### config.mk
export PLATFORM = sky130hd
export DESIGN_NAME = mem_port_arbiter
export DESIGN_NICKNAME = d
export VERILOG_FILES = /design/src/rtl/mem_port_arbiter.sv
export SDC_FILE = /design/constraint.sdc
export NUM_CORES = 1
export LEC_CHECK = 0
export CAP_MARGIN = 40
export CORE_AREA = 8 8 118 120
export DETAILED_ROUTE_END_ITERATION = 10
export DIE_AREA = 0 0 126 128
export PLACE_DENSITY_LB_ADDON = 0.3
export SLEW_MARGIN = 10
export SYNTH_ARGS = -nofsm -noshare
export SYNTH_HDL_FRONTEND = slang
export SYNTH_SLANG_ARGS = --single-unit
export TNS_END_PERCENT = 1
### constraint.sdc
create_clock -name clk -period 4.1 [get_ports clk]
set_clock_uncertainty 0.1 [all_clocks]
set_input_delay 0.82 -clock clk [delete_from_list [all_inputs] [get_ports clk]]
set_output_delay 0.82 -clock clk [all_outputs]
set_load 0.01 [all_outputs]
### src/rtl/mem_port_arbiter.sv
// Two-requester arbiter for the memory data port: CPU (0) and debug loader (1).
// One access per two cycles; read data is registered back to the granted requester.
module mem_port_arbiter #(
    parameter int unsigned ARB_MODE     = 0,
    parameter int unsigned STARVE_LIMIT = 8,
    localparam int unsigned AW = 32,
    localparam int unsigned DW = 32,
    localparam int unsigned MW = 3
) (
    input  logic          clk,
    input  logic          rst,
    input  logic          req0Valid,
    input  logic [AW-1:0] req0Address,
    input  logic [DW-1:0] req0Data,
    input  logic [MW-1:0] req0WriteMode,
    input  logic [MW-1:0] req0ReadMode,
    input  logic          req0Unsigned,
    output logic          req0Ready,
    output logic          req0RValid,
    output logic [DW-1:0] req0RData,
    input  logic          req1Valid,
    input  logic [AW-1:0] req1Address,
    input  logic [DW-1:0] req1Data,
    input  logic [MW-1:0] req1WriteMode,
    input  logic [MW-1:0] req1ReadMode,
    input  logic          req1Unsigned,
    output logic          req1Ready,
    output logic          req1RValid,
    output logic [DW-1:0] req1RData,
    output logic [AW-1:0] memAddress,
    output logic [DW-1:0] memData,
    output logic [MW-1:0] memWriteMode,
    output logic [MW-1:0] memReadMode,
    output logic          memUnsigned,
    input  logic [DW-1:0] memDataOutput,
    output logic          busy
);

    localparam int unsigned CW = 8;
    localparam logic [MW-1:0] MODE_NONE = '0;
    localparam logic [CW-1:0] LIMIT     = CW'(STARVE_LIMIT);

    typedef enum logic [1:0] {
        IDLE   = 2'd0,
        GRANT0 = 2'd1,
        GRANT1 = 2'd2
    } state_t;

    state_t        state_q, state_d;
    logic          last_q, last_d;
    logic [CW-1:0] starve_q, starve_d;
    logic          rvalid0_q, rvalid0_d;
    logic          rvalid1_q, rvalid1_d;
    logic [DW-1:0] rdata0_q, rdata0_d;
    logic [DW-1:0] rdata1_q, rdata1_d;
    logic          pick1;

    // Arbitration, grant sequencing, memory port drive and read capture.
    always_comb begin
        state_d      = state_q;
        last_d       = last_q;
        starve_d     = starve_q;
        rvalid0_d    = 1'b0;
        rvalid1_d    = 1'b0;
        rdata0_d     = rdata0_q;
        rdata1_d     = rdata1_q;
        memAddress   = '0;
        memData      = '0;
        memWriteMode = MODE_NONE;
        memReadMode  = MODE_NONE;
        memUnsigned  = 1'b0;
        req0Ready    = 1'b0;
        req1Ready    = 1'b0;

        // Tie-break: round-robin favours the other side; fixed favours 0 until 1 starves.
        if (ARB_MODE == 0) begin
            pick1 = ~last_q;
        end else begin
            pick1 = (starve_q == LIMIT);
        end

        case (state_q)
            IDLE: begin
                if (req0Valid && req1Valid) begin
                    state_d = pick1 ? GRANT1 : GRANT0;
                end else if (req0Valid) begin
                    state_d = GRANT0;
                end else if (req1Valid) begin
                    state_d = GRANT1;
                end
            end
            GRANT0: begin
                state_d = IDLE;
                if (req0Valid) begin
                    memAddress   = req0Address;
                    memData      = req0Data;
                    memWriteMode = req0WriteMode;
                    memReadMode  = req0ReadMode;
                    memUnsigned  = req0Unsigned;
                    req0Ready    = 1'b1;
                    last_d       = 1'b0;
                    if (req0ReadMode != MODE_NONE) begin
                        rvalid0_d = 1'b1;
                        rdata0_d  = memDataOutput;
                    end
                end
            end
            GRANT1: begin
                state_d = IDLE;
                if (req1Valid) begin
                    memAddress   = req1Address;
                    memData      = req1Data;
                    memWriteMode = req1WriteMode;
                    memReadMode  = req1ReadMode;
                    memUnsigned  = req1Unsigned;
                    req1Ready    = 1'b1;
                    last_d       = 1'b1;
                    if (req1ReadMode != MODE_NONE) begin
                        rvalid1_d = 1'b1;
                        rdata1_d  = memDataOutput;
                    end
                end
            end
            default: state_d = IDLE;
        endcase

        if (ARB_MODE == 0) begin
            starve_d = '0;
        end else if (state_q == GRANT1) begin
            starve_d = '0;
        end else if (req1Valid && (starve_q != LIMIT)) begin
            starve_d = starve_q + CW'(1);
        end

        // Reset abandons any in-flight grant: no write, no handshake.
        if (rst) begin
            memAddress   = '0;
            memData      = '0;
            memWriteMode = MODE_NONE;
            memReadMode  = MODE_NONE;
            memUnsigned  = 1'b0;
            req0Ready    = 1'b0;
            req1Ready    = 1'b0;
        end
    end

    always_ff @(posedge clk) begin
        if (rst) begin
            state_q   <= IDLE;
            last_q    <= 1'b1;
            starve_q  <= '0;
            rvalid0_q <= 1'b0;
            rvalid1_q <= 1'b0;
            rdata0_q  <= '0;
            rdata1_q  <= '0;
        end else begin
            state_q   <= state_d;
            last_q    <= last_d;
            starve_q  <= starve_d;
            rvalid0_q <= rvalid0_d;
            rvalid1_q <= rvalid1_d;
            rdata0_q  <= rdata0_d;
            rdata1_q  <= rdata1_d;
        end
    end

    assign busy       = (state_q != IDLE) && !rst;
    assign req0RValid = rvalid0_q && !rst;
    assign req1RValid = rvalid1_q && !rst;
    assign req0RData  = rdata0_q;
    assign req1RData  = rdata1_q;

endmodule

==> impl_metrics.csv <==
group,metric,value,unit
status,status,"completed",
synthesis,syn_avg_cell_area,7.44,µm²
clock_network,cts_setup_buffers,0,
critical_path,worstSetupEndpointType,"primary output",
clock_network,cts-root-buf,"clkbuf_16",
routing,drtAntennaViolNets,0,
timing,finalCriticalPeriod,3870,ps
clock_network,cts_tree,"yes",
grt,grt_max_degree,72,
synthesis,synth_top_area_share,38.8,%
floorplan,start_util,29.1,%
clock_network,htree_levels,3,
critical_path,slowest_delay,580,ps
synthesis,yosysTopAreaCell,"dfxtp_1",
timing,finalCritPeriodShare,94.4,%
floorplan,pin_count,318,
floorplan,rows,41,
timing,fin_setup_tns,0,ps
routing,dr.pass1.iters,5,
cells_and_area,fin_nets,953,
routing,first_iter_violations,265,
grt,grt_util_met2,39.4,%
power,total_power,1.92,mW
routing,post_drt_via_cell_ratio,4.91,
power,p_per_area,272,nW/µm²
synthesis,synth-edff-count,0,
run,maxCapViolations,0,
placement,port_buffers,317,
grt,use_met3,7.20,%
clock_network,cts_hold_buf,0,
grt,grt_usage,21.9,%
synthesis,synth_ff_type,"dfxtp_1",
synthesis,seq_area_frac_synth,38.8,%
grt,met1_usage,23.8,%
critical_path,crit_arrival,2950,ps
grt,grt_pass1_wl,27500,µm
clock_network,cts_resized,0,
critical_path,worstPathCellList,"clkdlybuf4s50_1 > and2_2 > buf_12 > a22oi_1 > nor2_1 > clkdlybuf4s50_1",
cells_and_area,fin_util,57.9,%
clock_network,cts_sinks,69,
clock_network,clockBufferDepth,2,
cells_and_area,area_delta_synth_final,98.8,%
synthesis,synth-async-reset-ratio,0,%
critical_path,cpMostUsedCell,"clkdlybuf4s50_1",
placement,dpl.hpwl,15100,µm
grt,antenna_found_initial,2,
timing,max_slew.worst_pin.slew,808,ps
critical_path,start_kind,"input port",
placement,gp_congestion,0.920,
clock_network,worstSkewPairLatency,330,ps
synthesis,ys_ff_latch,69,
timing,timing.slew.headroom,46.2,%
timing,finalHoldViolations,0,
critical_path,cpMaxStageDelayCell,"clkdlybuf4s50_1",
timing,final-max-slew-violation-count,0,
clock_network,clkSlewWorstSetupHoldPaths,50,ps
synthesis,yosysMostFrequentCell,"nand2_1",
critical_path,critPathBufInv,3,
synthesis,synthesis.area,3560,µm²
critical_path,criticalPathCategory,"in2out",
power,ir_drop,0.312,mV
synthesis,ys_types,27,
synthesis,syn-num-nets,660,
synthesis,synthCells,478,
cells_and_area,layout-drive-gt1-share,6.06,%
grt,gr-total-overflow,0,
timing,timing.fmax,0.258,GHz
grt,busiest_layer,"met2",
synthesis,yosys_warnings,0,
cells_and_area,fillers,1100,
routing,wl,18900,µm
synthesis,synthTopCellsByArea,"dfxtp_1 39%, a22oi_1 15%, nand2_1 14%",
grt,grt_pass1_vias,4562,
critical_path,crit_fanout,33,
power,p_leak,2.30,nW
routing,vias,4553,
timing,grt_setup_unrepaired,"false",
floorplan,die-width,126,µm
critical_path,cpLargestDelayFamily,"buffers and inverters",
timing,setup_viol,0,
floorplan,core,12200,µm²
hold_path,min_path_type,"reg2reg",
clock_network,cts_buffers,9,
critical_path,required,3180,ps
floorplan,die_height,128,µm
synthesis,synth_top_cells_by_count,"130 x nand2_1, 74 x nor2_1, 70 x a22oi_1",
floorplan,die-area,16100,µm²
routing,route.detailed.drc,0,
routing,wire_per_inst,20.4,µm
-- worst reg2reg max path: stages (launching register included) --
cell,delay (ps)
dfxtp_1,320
inv_1,120
ha_1,280
o311a_1,530
buf_4,370
nand2_1,110
a21oi_1,150
-- final cells by class --
cell class / instances / area (µm²) / area share [%]
Timing Repair Buffer: 327 / 3280 / 46.4
Multi-Input combinational cell: 362 / 1910 / 27.0
Sequential cell: 69 / 1380 / 19.5
Clock buffer: 11 / 253 / 3.57
Tap cell: 150 / 188 / 2.65
Clock inverter: 4 / 47.5 / 0.672
Inverter: 2 / 7.51 / 0.106
Antenna cell: 2 / 5.00 / 0.0708
-- where the power goes --
group	internal, mW	switching, mW
registers	0.694	0.0126
clock network	0.498	0.276
logic	0.256	0.187
-- cells in the final DEF (no fill, tap or decap), types with 3 or more instances in the layout --
cell type and n:
nor2_1 74, a21oi_2 14, buf_12 3, buf_4 7, a22oi_1 70, dfxtp_1 69, ha_1 4, nand2_1 130
clkdlybuf4s50_1 316, clkbuf_16 9, a21oi_1 51
-- metal layers --
layer	share of wire, %	routed length [µm]	vias to the layer above
met3	8.6	1620	23
met5	0	0	-
met2	52	9850	198
met4	2.0	376	0
met1	37	7020	2118
li1	-	-	2214
-- flip-flops by register name (all words and copies together) (netlist names) --
name and cells:
rvalid1_q 1, rvalid0_q 1, req1RData 32, state_q 2, req0RData 32, last_q 1
-- path summary, 6_finish.rpt --
kind	slack, ps	cells after the start	from	endpoint
max	230	6	req1Valid	memAddress[4]
min	350	2	req1RData[31]$_SDFFE_PP0P_	req1RData[31]$_SDFFE_PP0P_
max reg2reg	2030	6	state_q[1]$_SDFFE_PP0P_	req0RData[19]$_SDFFE_PP0P_
min reg2reg	350	2	req1RData[31]$_SDFFE_PP0P_	req1RData[31]$_SDFFE_PP0P_
-- logic make-up after synthesis --
family                     after synthesis  synth area share, %
and+or+nand+nor                        213                 23.2
buffers and inverters                   47                 7.60
adders and majority gates                4                 1.41
DFF                                     69                 38.8
AOI/OAI and AO/OA                      145                 29.0
-- stage by stage --
| stage | std cells | setup WS (ps) | hold WS, ps | instance area [µm²] |
|---|---|---|---|---|
| CTS | 925 | 244 | 355 | 7070 |
| floorplan | 478 | 1510 | 352 | 3560 |
| detailed placement | 910 | 250 | 347 | 6770 |
| global route | 927 | 143 | 369 | 7070 |
| finish | 927 | 228 | 351 | 7070 |
| global placement | 910 | 262 | 341 | 6770 |
No activity file was read; power rests on OpenSTA's default activity.
